$ cat src/rtl/dac_serial_tx.sv
// dac_serial_tx
// Serialises one 16-bit frame per channel ({2'b00, mode, data}) to a pair of
// SPI-style DACs that share sync and sclk. Each bit is held for two clk
// cycles. The DAC samples data on the falling sclk edge. A frame occupies 34
// cycles from acceptance to the next possible acceptance.
//
// Ports
//   clk     in   system clock, all state on the rising edge
//   reset   in   asynchronous, active-high reset
//   start   in   level-sampled request for one frame (ignored while busy)
//   data_a  in   channel A code, unsigned
//   data_b  in   channel B code, unsigned
//   mode    in   DAC power-down/mode bits, shared by both channels
//   sync    out  active-low frame select to both DACs
//   sclk    out  serial clock, idles high, clk/2 while shifting
//   dina    out  channel A serial data, MSB first
//   dinb    out  channel B serial data, MSB first
//   busy    out  high from frame acceptance until ready for the next frame
//   done    out  one-cycle pulse at frame end
//
// Every output comes straight from a flop. No input reaches an output
// combinationally.

module dac_serial_tx #(
    localparam int unsigned DATA_W  = 12,
    localparam int unsigned MODE_W  = 2,
    localparam int unsigned PAD_W   = 2,
    localparam int unsigned FRAME_W = PAD_W + MODE_W + DATA_W,
    localparam int unsigned CNT_W   = 4
) (
    input  logic              clk,
    input  logic              reset,
    input  logic              start,
    input  logic [DATA_W-1:0] data_a,
    input  logic [DATA_W-1:0] data_b,
    input  logic [MODE_W-1:0] mode,
    output logic              sync,
    output logic              sclk,
    output logic              dina,
    output logic              dinb,
    output logic              busy,
    output logic              done
);

    typedef enum logic [1:0] {
        ST_IDLE  = 2'd0,
        ST_SHIFT = 2'd1,
        ST_GAP   = 2'd2
    } state_t;

    state_t state_q, state_d;

    logic               sync_q,  sync_d;
    logic               sclk_q,  sclk_d;
    logic               dina_q,  dina_d;
    logic               dinb_q,  dinb_d;
    logic               busy_q,  busy_d;
    logic               done_q,  done_d;
    logic               phase_q, phase_d;
    logic [CNT_W-1:0]   cnt_q,   cnt_d;
    logic [FRAME_W-1:0] sh_a_q,  sh_a_d;
    logic [FRAME_W-1:0] sh_b_q,  sh_b_d;

    logic [FRAME_W-1:0] word_a;
    logic [FRAME_W-1:0] word_b;
    logic               accept;
    logic               last_bit;

    // Frame words as presented to the DACs
    assign word_a = {PAD_W'(0), mode, data_a};
    assign word_b = {PAD_W'(0), mode, data_b};

    assign accept   = (state_q == ST_IDLE) && start;
    // Second half of bit 0: the frame ends on this edge
    assign last_bit = phase_q && (cnt_q == '0);

    // State register
    always_ff @(posedge clk or posedge reset) begin
        if (reset) begin
            state_q <= ST_IDLE;
        end else begin
            state_q <= state_d;
        end
    end

    // Next-state logic
    always_comb begin
        state_d = state_q;
        case (state_q)
            ST_IDLE: begin
                if (start) begin
                    state_d = ST_SHIFT;
                end
            end
            ST_SHIFT: begin
                if (last_bit) begin
                    state_d = ST_GAP;
                end
            end
            ST_GAP: begin
                state_d = ST_IDLE;
            end
            default: begin
                state_d = ST_IDLE;
            end
        endcase
    end

    // Output and datapath next values
    always_comb begin
        sync_d  = sync_q;
        sclk_d  = sclk_q;
        dina_d  = dina_q;
        dinb_d  = dinb_q;
        busy_d  = busy_q;
        done_d  = 1'b0;
        phase_d = phase_q;
        cnt_d   = cnt_q;
        sh_a_d  = sh_a_q;
        sh_b_d  = sh_b_q;

        case (state_q)
            ST_IDLE: begin
                sync_d = 1'b1;
                sclk_d = 1'b1;
                busy_d = 1'b0;
                if (accept) begin
                    // Snapshot both words so later input changes cannot
                    // disturb the frame; the MSB goes out immediately.
                    sh_a_d  = word_a;
                    sh_b_d  = word_b;
                    dina_d  = word_a[FRAME_W-1];
                    dinb_d  = word_b[FRAME_W-1];
                    sync_d  = 1'b0;
                    cnt_d   = CNT_W'(FRAME_W - 1);
                    phase_d = 1'b0;
                    busy_d  = 1'b1;
                end
            end

            ST_SHIFT: begin
                if (!phase_q) begin
                    // Falling sclk; data stays put while the DAC samples it
                    sclk_d  = 1'b0;
                    phase_d = 1'b1;
                end else begin
                    sclk_d  = 1'b1;
                    phase_d = 1'b0;
                    if (cnt_q != '0) begin
                        // Rising sclk; present the next lower bit
                        cnt_d  = cnt_q - CNT_W'(1);
                        sh_a_d = sh_a_q << 1;
                        sh_b_d = sh_b_q << 1;
                        dina_d = sh_a_q[FRAME_W-2];
                        dinb_d = sh_b_q[FRAME_W-2];
                    end else begin
                        // sclk is back high on this edge, so sync may rise
                        sync_d = 1'b1;
                        done_d = 1'b1;
                    end
                end
            end

            ST_GAP: begin
                // One-cycle pause so sync stays high for two cycles minimum
                busy_d = 1'b0;
            end

            default: begin
                sync_d = 1'b1;
                sclk_d = 1'b1;
                busy_d = 1'b0;
            end
        endcase
    end

    // Output and datapath registers
    always_ff @(posedge clk or posedge reset) begin
        if (reset) begin
            sync_q  <= 1'b1;
            sclk_q  <= 1'b1;
            dina_q  <= 1'b0;
            dinb_q  <= 1'b0;
            busy_q  <= 1'b0;
            done_q  <= 1'b0;
            phase_q <= 1'b0;
            cnt_q   <= '0;
            sh_a_q  <= '0;
            sh_b_q  <= '0;
        end else begin
            sync_q  <= sync_d;
            sclk_q  <= sclk_d;
            dina_q  <= dina_d;
            dinb_q  <= dinb_d;
            busy_q  <= busy_d;
            done_q  <= done_d;
            phase_q <= phase_d;
            cnt_q   <= cnt_d;
            sh_a_q  <= sh_a_d;
            sh_b_q  <= sh_b_d;
        end
    end

    assign sync = sync_q;
    assign sclk = sclk_q;
    assign dina = dina_q;
    assign dinb = dinb_q;
    assign busy = busy_q;
    assign done = done_q;

endmodule

$ cat config.mk
export PLATFORM = sky130hd
export DESIGN_NAME = dac_serial_tx
export DESIGN_NICKNAME = d
export VERILOG_FILES = /design/src/rtl/dac_serial_tx.sv
export SDC_FILE = /design/constraint.sdc
export NUM_CORES = 1
export LEC_CHECK = 0
export CAP_MARGIN = 20
export CORE_MARGIN = 1.5
export CORE_UTILIZATION = 55
export CTS_BUF_LIST = sky130_fd_sc_hd__clkbuf_4
export CTS_CLUSTER_SIZE = 40
export DETAILED_ROUTE_END_ITERATION = 6
export GPL_ROUTABILITY_DRIVEN = 0
export PLACE_DENSITY = 0.85
export SLEW_MARGIN = 20
export SYNTH_ARGS = -nofsm -noshare
export SYNTH_HDL_FRONTEND = slang
export SYNTH_SLANG_ARGS = --single-unit
$ cat constraint.sdc
create_clock -name clk -period 2.4 [get_ports clk]
set_input_delay 0.48 -clock clk [delete_from_list [all_inputs] [get_ports clk]]
set_output_delay 0.48 -clock clk [all_outputs]
set_load 0.005 [all_outputs]
==> qor.txt, run 1 <==
Status -> completed
Clock-pin slew on the worst setup and hold paths -> 120 ps
Worst skew pair latency -> 350 ps
F_max -> 524.7 MHz
Cell leakage power -> 1.126 nW
Number of enable flip-flop cells after synthesis -> 0
Max Slew Vio Count -> 0
DIE AREA -> 0.004140 mm²
First DRT Iteration DRCs -> 64
Syn_area_per_cell -> 13.02 µm²
Top delay family on crit path -> simple AND/OR/NAND/NOR gates
Worst r2r path cells -> 6
Final net count -> 229
Hpwl dp -> 2447 µm
Core Box Area -> 0.003633 mm²
Ratio of final minimum period to clock period -> 79.41%
CP Launch Type -> register
CTS H-tree lvls -> 2
Setup CP Type -> reg -> reg
Crit. End Element -> register
Initial cell density of the core -> 56.96%
Synth-to-Final Area Change -> 22.43%
Worst Hold Slack -> 495.4 ps
Total GRT Usage -> 19.73%
Max Buffers Root-to-Sink -> 2
WP data required -> 2640 ps
Buf+Inv Stages, Crit Path -> 2
Syn_nets -> 190
Pre-CTS WS -> 295.3 ps
Port Buffer Count -> 34
Cell Pwr Density -> 1281 mW/mm²
Initial antenna violation count -> 0
Maxcap violations -> 0
Synth cell count leaders -> mux2_2 (53), dfrtp_1 (41), nand2_1 (11)
R2R Setup Slk -> 490 ps
Non-Filler Instances -> 247
Min Tclk post-route -> 1906 ps
CTS sink cnt -> 43
Wire per inst -> 14.15 µm
Highest-delay cell along the critical path -> nor3b_1
Worst min path class -> reg -> reg
Synth area leaders -> dfrtp_1 (50%), mux2_2 (29%), dfstp_2 (2.5%)
Hold-fix buffers at CTS -> 0
HP Start -> busy$_DFFE_PP0P_
Yosys cell types -> 26
Final-report hold violation count -> 0
Number of global-route vias before repair -> 1388
TritonRoute pass-1 iters -> 4
Number of synthesized register bits -> 43
Cells along the critical path -> inv_1 > ha_1 > nor3b_1 > a211oi_4 > buf_12 > mux2_1
Routed via count divided by cell count -> 5.239
Synth top area share -> 49.58%
Top-count cell post-synth -> mux2_2
CTS buffer count -> 5
Synth area leader -> dfrtp_1
Setup_tns -> 0 ps
RSZ-0062 raised after global routing -> false
Post-Synthesis Cells -> 159
Crit-path max cell delay -> 460 ps
Worst VDD drop -> 560.2 µV
Setup repair bufs after CTS -> 0
Setup-failing EPs final -> 0
Post-layout worst setup margin -> 494.1 ps
Root Buffer -> clkbuf_4
FILL cells -> 278
Warnings from Yosys -> 0
Final global-route overflow total -> 0
Share of layout cells above drive strength 1 -> 37.19%
Slew headroom -> 63.88%
Die X -> 64.34 µm
Async S/R FF share, synth -> 100.0%
Antenna diodes -> 0
Die Y -> 64.34 µm
Reg-to-reg endpoint -> sh_a_q[13]$_DFFE_PP0P_
Critical R2R Launch -> cnt_q[0]$_DFFE_PP0P_
Antenna viol nets, final -> 0
# rows -> 22
CP Max Fanout -> 36
Total wire length -> 3494 µm
Mapped Area -> 0.002069 mm²
# IOs -> 35
Register area share after synthesis -> 52.12%
WHS Path Cells -> 1
WHS Endpoint -> busy$_DFFE_PP0P_
Largest net degree at the start of global routing -> 44
Top_reg_cell synth -> dfrtp_1
Clock skew -> 14.17 ps
Post_cts resized -> 0
Routed vias -> 1294
TritonCTS clock tree -> yes
Tightest Pin Transition -> 540.6 ps
First-pass GRT wire length -> 6196 µm
CP Data Arrival Time -> 2150 ps
Residual DRC -> 0
Placed insts -> 239
## worst register-to-register path: cells and delay by family, from the launching register on
family	cells	cell delay, ps
DFF	1	430
and+or+nand+nor	1	460
adders and majority gates	1	140
buffers and inverters	2	310
AOI/OAI and AO/OA	1	140
muxes	1	320
## cell families (layout without fill, tap and decap cells)
| kind of cell | after synthesis | in the layout | synth area share, % |
|---|---|---|---|
| AND/OR/NAND/NOR | 27 | 27 | 6.348 |
| multiplexers | 59 | 59 | 31.80 |
| AO/OA/AOI/OAI | 10 | 10 | 4.111 |
| buffers and inverters | 18 | 58 | 4.413 |
| adder cells (fa/ha/maj) | 2 | 2 | 1.209 |
| flip-flops | 43 | 43 | 52.12 |
## placed cells by master (no fill, tap or decap)
cell,synthesis,routed
mux2_2,53,53
nand2b_1,2,2
a211oi_1,1,1
clkbuf_4,0,8
o221a_2,2,2
a21o_1,2,2
a21oi_1,1,1
or3b_2,1,1
nor2b_1,1,1
or2_2,1,1
ha_1,2,2
nor3_1,2,2
nand3_1,2,2
inv_1,10,10
buf_4,0,5
nor2_1,4,4
nand2_1,11,11
o21ai_0,3,3
mux2_1,1,1
dfrtp_1,41,41
or3_1,1,1
nor3b_1,2,2
clkdlybuf4s50_1,0,34
mux2i_1,5,5
buf_12,0,1
a211oi_4,1,1
dfstp_2,2,2
## report_power, final
part	total [W]	switching [W]	internal (W)
clock network	0.000362	0.000212	0.000151
logic	0.00158	0.000586	0.000991
registers	0.00131	0.000217	0.00109
total	0.00325	0.00102	0.00223
## area by class of cell
type / count / area [µm²] / area share (%)
multi-input cells: 98 / 899.6 / 35.51
clock buffers: 8 / 60.06 / 2.370
inverters: 10 / 37.54 / 1.481
flip-flops and latches: 43 / 1079 / 42.57
repair buffers: 40 / 397.9 / 15.70
well taps: 48 / 60.06 / 2.370
## worst max path at each step
stage                      startpoint                endpoint  slack [ps]  cells after the start
2_1_floorplan    cnt_q[0]$_DFFE_PP0P_   sh_b_q[5]$_DFFE_PP0P_         540                      6
3_3_place_gp                    start  sh_a_q[11]$_DFFE_PP0P_         330                      5
3_5_place_dp                    start   sh_b_q[1]$_DFFE_PP0P_         300                      5
4_1_cts        state_q[0]$_DFFE_PP0P_   sh_b_q[5]$_DFFE_PP0P_         500                      4
5_1_grt          cnt_q[0]$_DFFE_PP0P_  sh_a_q[13]$_DFFE_PP0P_         350                      6
6_report         cnt_q[0]$_DFFE_PP0P_  sh_a_q[13]$_DFFE_PP0P_         490                      6
## through the flow
| step | instance area [µm²] | util, % | power, W |
|---|---|---|---|
| 2_1_floorplan | 2069 | - | 0.002544 |
| 3_5_place_dp | 2474 | 68.08 | 0.002923 |
| 3_3_place_gp | 2474 | 68.08 | 0.002823 |
| 5_1_grt | 2534 | 69.73 | 0.003488 |
| 6_report | 2534 | 69.73 | 0.003247 |
| 4_1_cts | 2534 | 69.73 | 0.003286 |
## metal layers
metal  track usage (%)  share of wire, %  vias up
met5                 0                 0        -
met4             5.585               1.5        0
met3             5.634               4.1        6
met2             35.29                52       27
met1             23.04                42      629
li1                  -                 -      632
## registers in the layout (all words and copies together), names as in the netlist
name     cells
state_q      2
sync         1
sh_b_q      15
done         1
phase_q      1
sh_a_q      15
cnt_q        4
busy         1
sclk         1
dina         1
dinb         1
No activity file was read; power rests on OpenSTA's default activity.
==> run 2, diff against run 1 <==
--- a/config.mk
+++ b/config.mk
@@ -7,12 +7,12 @@
 export LEC_CHECK = 0
 export CAP_MARGIN = 20
 export CORE_MARGIN = 1.5
-export CORE_UTILIZATION = 55
+export CORE_UTILIZATION = 49
 export CTS_BUF_LIST = sky130_fd_sc_hd__clkbuf_4
 export CTS_CLUSTER_SIZE = 40
 export DETAILED_ROUTE_END_ITERATION = 6
 export GPL_ROUTABILITY_DRIVEN = 0
-export PLACE_DENSITY = 0.85
+export PLACE_DENSITY = 0.81
 export SLEW_MARGIN = 20
 export SYNTH_ARGS = -nofsm -noshare
 export SYNTH_HDL_FRONTEND = slang
==> constraint.sdc (replaced) <==
create_clock -name clk -period 1.71 [get_ports clk]
set_input_delay 0.342 -clock clk [delete_from_list [all_inputs] [get_ports clk]]
set_output_delay 0.342 -clock clk [all_outputs]
set_load 0.005 [all_outputs]
==> run 2 against run 1 <==
Net effect: the run now ends with negative setup slack left; first-iteration DRC count increased by 25%; critical path depth increased by 1; final cell count increased by 7.3%; sequential cell count unchanged; final area increased by 13%; clock skew decreased by 4.0 ps; highest routed layer unchanged.
==> qor.txt, run 2 (synthesis gave the netlist of run 1 again) <==
Final global-route overflow total -> 0 (unchanged)
First-pass GRT wire length -> 6555 µm (+5.8%)
Area of the multi-input gates -> 0.001031 mm² (+15%)
Max Buffers Root-to-Sink -> 2 (unchanged)
# IOs -> 35 (unchanged)
Cell Pwr Density -> 1973 mW/mm² (+54%)
Failing checks -> negative setup slack
Routed vias -> 1381 (+6.7%)
Maxcap violations -> 0 (unchanged)
Worst r2r path cells -> 7 (+1)
Layout Utilization -> 71.02% (+1.3 points)
Post-layout worst setup margin -> -40.17 ps (-534.2 ps)
Tightest Pin Transition -> 450.2 ps (-90.45 ps)
Buf+Inv Stages, Crit Path -> 3 (+1)
Worst skew pair latency -> 350 ps (about the same)
Antenna viol nets, final -> 0 (unchanged)
CP Launch Type -> register
Worst VDD drop -> 1019 µV (+82%)
Share of layout cells above drive strength 1 -> 44.19% (+7.0 points)
DIE AREA -> 0.004622 mm² (+12%)
RSZ-0062 raised after global routing -> true
Total GRT Usage -> 19.39% (-0.34 points)
Setup_tns -> -371.9 ps (-371.9 ps)
Hold-fix buffers at CTS -> 0 (unchanged)
Setup CP Type -> reg -> reg
Wire per inst -> 15.81 µm (+12%)
Storage element area -> 0.001079 mm² (unchanged)
CTS buffer count -> 5 (unchanged)
WP data required -> 1950 ps (-690 ps)
Largest net degree at the start of global routing -> 44 (unchanged)
TritonCTS clock tree -> yes
Highest-delay cell along the critical path -> dfrtp_1
Pre-CTS WS -> -253.3 ps (-548.6 ps)
FILL cells -> 282 (+1.4%)
Clock skew -> 10.13 ps (-4.046 ps)
Most frequent cells in the layout -> dfrtp_1 (41), clkdlybuf4s50_1 (32), mux2_4 (28)
Flop pwr share -> 32.6% (-7.6 points)
Synth-to-Final Area Change -> 38.27%
Max Slew Vio Count -> 0 (unchanged)
Net Sw Frac -> 31.23% (about the same)
Crit. End Element -> register
Initial antenna violation count -> 0 (unchanged)
CP Max Fanout -> 11 (-69%)
Commonest non-fill, non-tap cell in the layout -> dfrtp_1
Core Box Area -> 0.004029 mm² (+11%)
Setup-failing EPs final -> 14 (+14)
Critical R2R Launch -> cnt_q[0]$_DFFE_PP0P_
Final net count -> 245 (+7.0%)
P_int -> 0.003882 W (+74%)
Residual DRC -> 0 (unchanged)
F_max -> 571.4 MHz (+8.9%)
Clock-pin slew on the worst setup and hold paths -> 110 ps (about the same)
Hpwl dp -> 2750 µm (+12%)
Clock power share -> 8.6% (-2.6 points)
Port Buffer Count -> 34 (unchanged)
Comb pwr share -> 58.8% (+10 points)
Worst min path class -> in -> async
Cells along the critical path -> inv_2 > ha_4 > nor3b_4 > a211oi_4 > buf_6 > clkbuf_16 > mux2_4
Number of global-route vias before repair -> 1410 (+1.6%)
Leading registers by flop count -> sh_a_q x15, sh_b_q x15, cnt_q x4
Min Tclk post-route -> 1750 ps (-155.8 ps)
Ratio of final minimum period to clock period -> 102.3% (+23 points)
R2R Setup Slk -> -40 ps (-530 ps)
Routed via count divided by cell count -> 5.211 (-0.53%)
Total wire length -> 4190 µm (+20%)
Final-report hold violation count -> 0 (unchanged)
First DRT Iteration DRCs -> 80 (+25%)
Total power -> 0.005646 W (+74%)
Die Y -> 67.99 µm (+5.7%)
Die X -> 67.99 µm (+5.7%)
Switching power -> 0.001763 W (+74%)
TritonRoute pass-1 iters -> 3 (-1)
Slew headroom -> 69.92% (+6.0 points)
Cell leakage power -> 1.344 nW (+19%)
Initial cell density of the core -> 51.37% (-5.6 points)
CTS H-tree lvls -> 2 (unchanged)
Crit-path max cell delay -> 380 ps (-80 ps)
Reg-to-reg endpoint -> sh_a_q[10]$_DFFE_PP0P_
CP Data Arrival Time -> 1990 ps (-160 ps)
# rows -> 23 (+4.5%)
CTS sink cnt -> 43 (unchanged)
Root Buffer -> clkbuf_4
Status -> finished, violations left
Antenna diodes -> 0 (unchanged)
Top delay family on crit path -> buffers and inverters
## run 2: power groups by stage
stage                     logic (W)  registers [W]  clock network [W]
after global routing        0.00357        0.00190           0.000541
after global placement      0.00256        0.00181                  0
final                       0.00332        0.00184           0.000484
after floorplan             0.00204        0.00177                  0
after detailed placement    0.00266        0.00185                  0
after CTS                   0.00271        0.00182           0.000501
## run 2: stage by stage
stage,instance area [µm²],cells,hold WS [ps]
floorplan,2133,159,458.8
detailed placement,2619,248,477.9
global route,2861,265,358.4
global placement,2619,248,467.8
finish,2861,265,344.3
CTS,2689,258,348.7
## run 2: area by class of cell
class | count | share of cell area [%]
clock buffer | 6 | 1.574
clock inverter | 2 | 0.3061
inverter | 10 | 1.312
multi-input combinational | 98 | 36.03
sequential | 43 | 37.69
tap | 50 | 2.186
timing repair buffer | 56 | 20.90
## run 2: metal layers
metal / global-route usage, % / wire length [µm] / up-vias
met2: 32.77 / 2044 / 31
met3: 4.441 / 158 / 8
met5: 0 / 0 / -
met1: 24.43 / 1906 / 679
met4: 6.750 / 81 / 0
li1: - / - / 663
## run 2: worst min-delay path, delay by kind of cell
family	cells	cell delay, ps
buffers and inverters	3	730
## run 2: how the worst max path moves through the flow
stage | start | end | slack [ps] | cells past startpoint
after floorplan | cnt_q[0]$_DFFE_PP0P_ | sh_a_q[10]$_DFFE_PP0P_ | -80 | 6
after global placement | start | sh_a_q[2]$_DFFE_PP0P_ | -220 | 5
after detailed placement | start | sh_b_q[1]$_DFFE_PP0P_ | -250 | 5
after CTS | cnt_q[0]$_DFFE_PP0P_ | cnt_q[0]$_DFFE_PP0P_ | -40 | 6
after global routing | cnt_q[0]$_DFFE_PP0P_ | cnt_q[3]$_DFFE_PP0P_ | -110 | 8
final | cnt_q[0]$_DFFE_PP0P_ | sh_a_q[10]$_DFFE_PP0P_ | -40 | 7
## run 2: what timing repair did
item / in CTS / in global routing
endpoints found under the setup margin: 34 / 34
cloned: 0 / 2
pin swaps: 0 / 2
buffers inserted: 2 / 6
resized for setup: 4 / 23
